### config.mk
export PLATFORM = sky130hd
export DESIGN_NAME = hcsr04_echo_emulator
export DESIGN_NICKNAME = d
export VERILOG_FILES = /design/src/rtl/hcsr04_echo_emulator.sv
export SDC_FILE = /design/constraint.sdc
export NUM_CORES = 1
export LEC_CHECK = 0
export CAP_MARGIN = 30
export CELL_PAD_IN_SITES_DETAIL_PLACEMENT = 1
export CELL_PAD_IN_SITES_GLOBAL_PLACEMENT = 2
export CORE_MARGIN = 8
export CORE_UTILIZATION = 35
export DETAILED_ROUTE_END_ITERATION = 16
export PLACE_DENSITY = 0.81
export REMOVE_ABC_BUFFERS = 1
export SYNTH_ARGS = -nofsm -noshare
export SYNTH_HDL_FRONTEND = slang
export SYNTH_SLANG_ARGS = --single-unit
export TNS_END_PERCENT = 50
### constraint.sdc
create_clock -name sys_clk50m -period 3.55 [get_ports sys_clk50m]
set_clock_uncertainty 0.2 [all_clocks]
set_input_delay 0.5325 -clock sys_clk50m [delete_from_list [all_inputs] [get_ports sys_clk50m]]
set_output_delay 0.5325 -clock sys_clk50m [all_outputs]
set_load 0.1 [all_outputs]
### src/rtl/hcsr04_echo_emulator.sv
// hcsr04_echo_emulator
//   Synthesizable HC-SR04 model. It watches the trig pulse from the measurement
//   block and answers with an Echo pulse whose width encodes a programmed
//   target distance. It is used both in simulation and as an on-board
//   loopback target.
//
// Optional build macro:
//   ECHO_JITTER_EN - when defined, a 16-bit Fibonacci LFSR adds 0..255 extra
//                    echo cycles per measurement. When undefined, the echo
//                    width is exact.
//
// Ports:
//   sys_clk50m  in   1   system clock, 50 MHz
//   sys_rst     in   1   asynchronous active-high reset
//   trig        in   1   trigger from the measurement block (asynchronous)
//   dist_cm     in   16  target distance in cm, sampled at trig acceptance
//   echo        out  1   emulated Echo line
//   busy        out  1   high from trig acceptance until the end of holdoff
//   trig_err    out  1   one-cycle pulse when trig is rejected as too short
//   dist_lat    out  16  distance latched for the current/last measurement
module hcsr04_echo_emulator #(
    parameter int unsigned TRIG_MIN_CYC  = 500,
    parameter int unsigned BURST_DLY_CYC = 10_000,
    parameter int unsigned CYC_PER_CM    = 2942,
    parameter int unsigned MAX_CM        = 400,
    parameter int unsigned TIMEOUT_CYC   = 1_900_000,
    parameter int unsigned HOLDOFF_CYC   = 500_000
) (
    input  logic        sys_clk50m,
    input  logic        sys_rst,
    input  logic        trig,
    input  logic [15:0] dist_cm,
    output logic        echo,
    output logic        busy,
    output logic        trig_err,
    output logic [15:0] dist_lat
);

    localparam logic [2:0] IDLE    = 3'd0;
    localparam logic [2:0] TRIG_HI = 3'd1;
    localparam logic [2:0] BURST   = 3'd2;
    localparam logic [2:0] ECHO    = 3'd3;
    localparam logic [2:0] HOLDOFF = 3'd4;

    localparam logic [15:0] TRIG_MIN  = 16'(TRIG_MIN_CYC);
    localparam logic [19:0] BURST_END = 20'(BURST_DLY_CYC - 1);
    localparam logic [19:0] HOLD_END  = 20'(HOLDOFF_CYC - 1);
    localparam logic [11:0] SUB_END   = 12'(CYC_PER_CM - 1);
    localparam logic [15:0] MAX_D     = 16'(MAX_CM);
    localparam logic [20:0] TMO_END   = 21'(TIMEOUT_CYC - 1);

    logic [2:0]  trig_sync;
    logic        sync_rise;
    logic        sync_fall;
    logic [2:0]  state;
    logic [15:0] wcnt;
    logic [19:0] dly_cnt;
    logic [11:0] sub_cnt;
    logic [15:0] cm_cnt;
    logic [20:0] tmo_cnt;
    logic [15:0] tgt_cm_m1;
    logic        out_of_range;
    logic        w_done;
    logic        accept;
    logic        echo_end;

    assign sync_rise = trig_sync[1] & ~trig_sync[2];
    assign sync_fall = ~trig_sync[1] & trig_sync[2];

    // wcnt is loaded with 1 on the rise-detect cycle, so at the fall-detect
    // cycle it equals the number of cycles the synchronized trig was high.
    assign accept = (state == TRIG_HI) && sync_fall && (wcnt >= TRIG_MIN);

    // Zero distance is clamped to 1 cm.
    assign tgt_cm_m1    = (dist_lat == 16'd0) ? 16'd0 : dist_lat - 16'd1;
    assign out_of_range = dist_lat > MAX_D;

    // Last cycle of the nominal echo width: cm_cnt/sub_cnt together count
    // j = cm_cnt*CYC_PER_CM + sub_cnt cycles since echo rose.
    assign w_done = out_of_range ? (tmo_cnt == TMO_END)
                                 : ((sub_cnt == SUB_END) && (cm_cnt == tgt_cm_m1));

`ifdef ECHO_JITTER_EN
    logic [15:0] lfsr;
    logic [15:0] lfsr_nxt;
    logic [7:0]  jit_len;
    logic [7:0]  jit_cnt;
    logic        in_jit;

    // Taps 16,14,13,11 (bits 15,13,12,10).
    assign lfsr_nxt = {lfsr[14:0], lfsr[15] ^ lfsr[13] ^ lfsr[12] ^ lfsr[10]};

    // The jitter phase runs after the nominal width for jit_len extra cycles.
    assign echo_end = in_jit ? (jit_cnt == jit_len) : (w_done && (jit_len == 8'd0));

    always_ff @(posedge sys_clk50m or posedge sys_rst) begin
        if (sys_rst) begin
            lfsr    <= 16'hACE1;
            jit_len <= 8'd0;
            jit_cnt <= 8'd0;
            in_jit  <= 1'b0;
        end else begin
            if (accept) begin
                lfsr    <= lfsr_nxt;
                jit_len <= lfsr_nxt[7:0];
            end
            if (state == ECHO) begin
                if (in_jit) begin
                    if (jit_cnt == jit_len)
                        in_jit <= 1'b0;
                    else
                        jit_cnt <= jit_cnt + 8'd1;
                end else if (w_done && (jit_len != 8'd0)) begin
                    in_jit  <= 1'b1;
                    jit_cnt <= 8'd1;
                end
            end
        end
    end
`else
    assign echo_end = w_done;
`endif

    always_ff @(posedge sys_clk50m or posedge sys_rst) begin
        if (sys_rst) begin
            trig_sync <= 3'b000;
            state     <= IDLE;
            wcnt      <= 16'd0;
            dly_cnt   <= 20'd0;
            sub_cnt   <= 12'd0;
            cm_cnt    <= 16'd0;
            tmo_cnt   <= 21'd0;
            echo      <= 1'b0;
            busy      <= 1'b0;
            trig_err  <= 1'b0;
            dist_lat  <= 16'd0;
        end else begin
            trig_sync <= {trig_sync[1:0], trig};
            trig_err  <= 1'b0;
            case (state)
                IDLE: begin
                    // Edge-based: a trig already high when holdoff ends
                    // never produces a rise here.
                    if (sync_rise) begin
                        state <= TRIG_HI;
                        wcnt  <= 16'd1;
                    end
                end
                TRIG_HI: begin
                    if (sync_fall) begin
                        if (accept) begin
                            dist_lat <= dist_cm;
                            busy     <= 1'b1;
                            dly_cnt  <= 20'd1;
                            state    <= BURST;
                        end else begin
                            trig_err <= 1'b1;
                            state    <= IDLE;
                        end
                    end else if (wcnt != 16'hFFFF) begin
                        wcnt <= wcnt + 16'd1;
                    end
                end
                BURST: begin
                    // dly_cnt is 1 in the cycle after fall detect, so echo
                    // rises exactly BURST_DLY_CYC cycles after it.
                    if (dly_cnt == BURST_END) begin
                        echo    <= 1'b1;
                        sub_cnt <= 12'd0;
                        cm_cnt  <= 16'd0;
                        tmo_cnt <= 21'd0;
                        state   <= ECHO;
                    end else begin
                        dly_cnt <= dly_cnt + 20'd1;
                    end
                end
                ECHO: begin
                    if (echo_end) begin
                        echo    <= 1'b0;
                        dly_cnt <= 20'd0;
                        state   <= HOLDOFF;
                    end else begin
                        if (sub_cnt == SUB_END) begin
                            sub_cnt <= 12'd0;
                            cm_cnt  <= cm_cnt + 16'd1;
                        end else begin
                            sub_cnt <= sub_cnt + 12'd1;
                        end
                        tmo_cnt <= tmo_cnt + 21'd1;
                    end
                end
                HOLDOFF: begin
                    // dly_cnt is 0 in the first echo-low cycle.
                    if (dly_cnt == HOLD_END) begin
                        busy  <= 1'b0;
                        state <= IDLE;
                    end else begin
                        dly_cnt <= dly_cnt + 20'd1;
                    end
                end
                default: state <= IDLE;
            endcase
        end
    end

endmodule

==> results.toml <==
[die]
rows = 50
dieHeight_um = 153.6
die_w_um = 153.6
die_area_sq_mm = 0.02360
coreArea_sq_mm = 0.01864
ios = 38
initial_core_util = 0.3556

[flow_run]
maxCapViolations = 0

[clocking]
path_clk_slew_ns = 0.08
cts_inserted_buffers = 9
clk_path_buf_depth = 2
cts_tree = "yes"
clkLatencyLatePin_ns = 0.36
cts_root_buf = "clkbuf_16"
clock-sinks = 110
htreeDepth = 3

[global_routing]
grt.busiest_layer = "met2"
met2_usage = 0.2922
grt_max_degree = 56
grt_util_met3 = 0.02607
antenna_found_initial = 0
grt_pass1_wl_mm = 32.80
grt_pass1_vias = 6401
grt_usage = 0.1673
globalRouteMet1Util = 0.2099
grt_remaining_overflow = 0

[pwr]
clockPowerShare = 0.408
ir_worst_vdd_mv = 0.2567
seqPwrFrac = 0.480
power_density_mw_per_mm2 = 345.9
comb_power_share = 0.112
power_switching_mw = 0.7839
leakage_nw = 3.167
finalPower_mw = 2.746
switching_share = 0.2855
p_int_mw = 1.962

[route]
routed_wl_mm = 19.55
routed_via_density = 5.950
vias = 6069
avgRoutedWirePerCell_um = 19.17
drt-pass1-iter-count = 4
ant_nets = 0
drt_iter0_drc = 304
drc = 0

[place]
dpl.hpwl_mm = 13.89
gp_congestion = 0.8266
dpl_cell_area_sq_mm = 0.007468
dp_cells = 1001
dp_slack_ns = -0.1558
port_buffers = 37

[sta]
final_hold_viol_count = 0
setup_ws_ns = 0.1010
fin_crit_ns = 3.449
slew_violations = 0
finalSetupViolCount = 0
fmax_mhz = 289.9
max_slew_margin = 0.3518
rsz0062_at_grt = "true"
worst_pin_slew_ns = 0.9692
period_share = 0.9716

[yosys]
async_flop_share = 1.000
synth_seq_area_share = 0.4152
synth_top_area_frac = 0.4152
ys_top_cells_by_area = "dfrtp_1 42%, nand3_1 3.5%, a21oi_1 3.3%"
synth_top_cell_by_area = "dfrtp_1"
ys.flop_type = "dfrtp_1"
synthTopCellsByCount = "110 x dfrtp_1, 52 x nand2_1, 47 x nand3_1"
synth_area_per_cell_sq_um = 9.208
yosysMostFrequentCell = "dfrtp_1"
syn_inst = 720
ys.warnings.count = 0
synth_edf_count = 0
synth_cell_types = 68
synth.cell_area_sq_mm = 0.006630
ys_ff_latch = 110

[min_path]
worstHoldPathType = "reg -> reg"

[layout]
antenna_cells = 0
multi_input_area_sq_mm = 0.003702
final_cell_count_no_fill = 1020
syn2layout_area_growth_pct = 19.70
fin_nets = 808
fin_util = 0.4257
drive_gt1_frac = 0.1883
seq_area_sq_mm = 0.002753
n_fill_cell = 2127
post-route-cell-area_sq_mm = 0.007936

[critical_path]
critPathArrivalTime_ns = 3.55
critPathKind = "reg -> reg"
startpoint_type = "flop"
r2r_end = "tmo_cnt[11]"
worstPathMaxFanout = 21
cp.required_ns = 3.65
worstReg2RegStart = "dist_lat[0]"
crit_top_cell = "o311a_1"
cp_slowest_cell = "or4_4"
crit_path_end_kind = "flop"
startpoint = "dist_lat[0]"
r2r_setup_slack_ns = 0.10
critPathMaxStageDelay_ns = 0.48
crit_path_end = "tmo_cnt[11]"
path_cells = "inv_2, ha_2, or3b_4, or3_4, a211o_1, o311a_1, o311a_1, and4_4, buf_4, buf_12, or4_4, a21oi_2"
rr_worst_depth = 12

[run_status]
status = "finished clean"
==> routing by layer <==
metal | part of all wire | wire (um)
met5 | 0 | 0
met1 | 0.46 | 9016
met3 | 0.021 | 414
met4 | 0.013 | 262
met2 | 0.50 | 9857
==> layout by cell type, fill, tap and decap left out, drive strengths merged, types with 9 or more instances in the layout <==
cell and n:
buf 76, or3 20, a21oi 45, and4 12, o31ai 26, or4 24, nor2 36, dfrtp 110
nand4 22, mux2 19, xor2 13, nor4 15, a31oi 10, and3 19, clkbuf 9, nor3 28
nand3 47, o21ai 34, o2bb2ai 15, o311ai 9, inv 18, clkdlybuf4s50 20, nand2 52
==> state kept, by name, summed over array words and instances (netlist names) <==
signal,count
echo,1
dist_lat,16
trig_err,1
trig_sync,3
wcnt,16
tmo_cnt,21
state,3
busy,1
cm_cnt,16
sub_cnt,12
dly_cnt,20
==> critical path, delay by kind of cell, from the launching register on <==
kind	cells	cell delay, ns
DFF	1	0.40
buffers and inverters	3	0.37
and+or+nand+nor	4	1.54
AOI/OAI and AO/OA	4	0.70
adders and majority gates	1	0.17
==> kinds of logic (layout without fill, tap and decap cells) <==
logic type | Yosys count | after routing | synth area share
xor gates and xnor gates | 23 | 23 | 0.03453
and+or+nand+nor | 314 | 314 | 0.2670
DFF | 110 | 110 | 0.4152
buffers and inverters | 61 | 127 | 0.04491
muxes | 24 | 24 | 0.03982
adders and majority gates | 8 | 8 | 0.01510
AOI/OAI and AO/OA | 180 | 180 | 0.1834
==> cell type report <==
cell class,instances,share of cell area
Timing Repair Buffer,96,0.1012
Clock buffer,9,0.02838
Tap cell,234,0.03689
Inverter,15,0.007410
Clock inverter,7,0.01277
Sequential cell,110,0.3468
Multi-Input combinational cell,549,0.4665
==> worst min-delay path by stage <==
stage	startpoint	end	slack [ns]	cells after the start
finish	trig_sync[0]	trig_sync[1]	0.17	0
detailed placement	trig_sync[0]	trig_sync[1]	0.15	0
global placement	trig_sync[0]	trig_sync[1]	0.14	0
CTS	trig_sync[0]	trig_sync[1]	0.17	0
global route	trig_sync[0]	trig_sync[1]	0.19	0
floorplan	trig_sync[0]	trig_sync[1]	0.13	0
==> metrics by stage <==
stage	hold WS, ns	TNS, ns
2_1_floorplan	0.1312	-89.92
3_3_place_gp	0.1421	-0.01775
3_5_place_dp	0.1464	-5.042
4_1_cts	0.1668	0
5_1_grt	0.1913	-0.4370
6_report	0.1654	0
==> power groups by stage <==
| stage | combinational (mW) | clock (mW) | sequential, mW |
|---|---|---|---|
| after global placement | 0.294 | 0 | 1.34 |
| after detailed placement | 0.304 | 0 | 1.34 |
| after global routing | 0.333 | 1.20 | 1.32 |
| after floorplan | 0.112 | 0 | 1.42 |
| final | 0.306 | 1.12 | 1.32 |
| after CTS | 0.307 | 1.16 | 1.32 |
==> repair_timing <==
action	in CTS	in global routing
pin swaps	0	11
endpoints found under the setup margin	62	68
hold buffers	0	0
buffers inserted	0	3
resized for setup	6	26
gates cloned	0	0
Note: power is estimated with default switching activity, not from simulation.
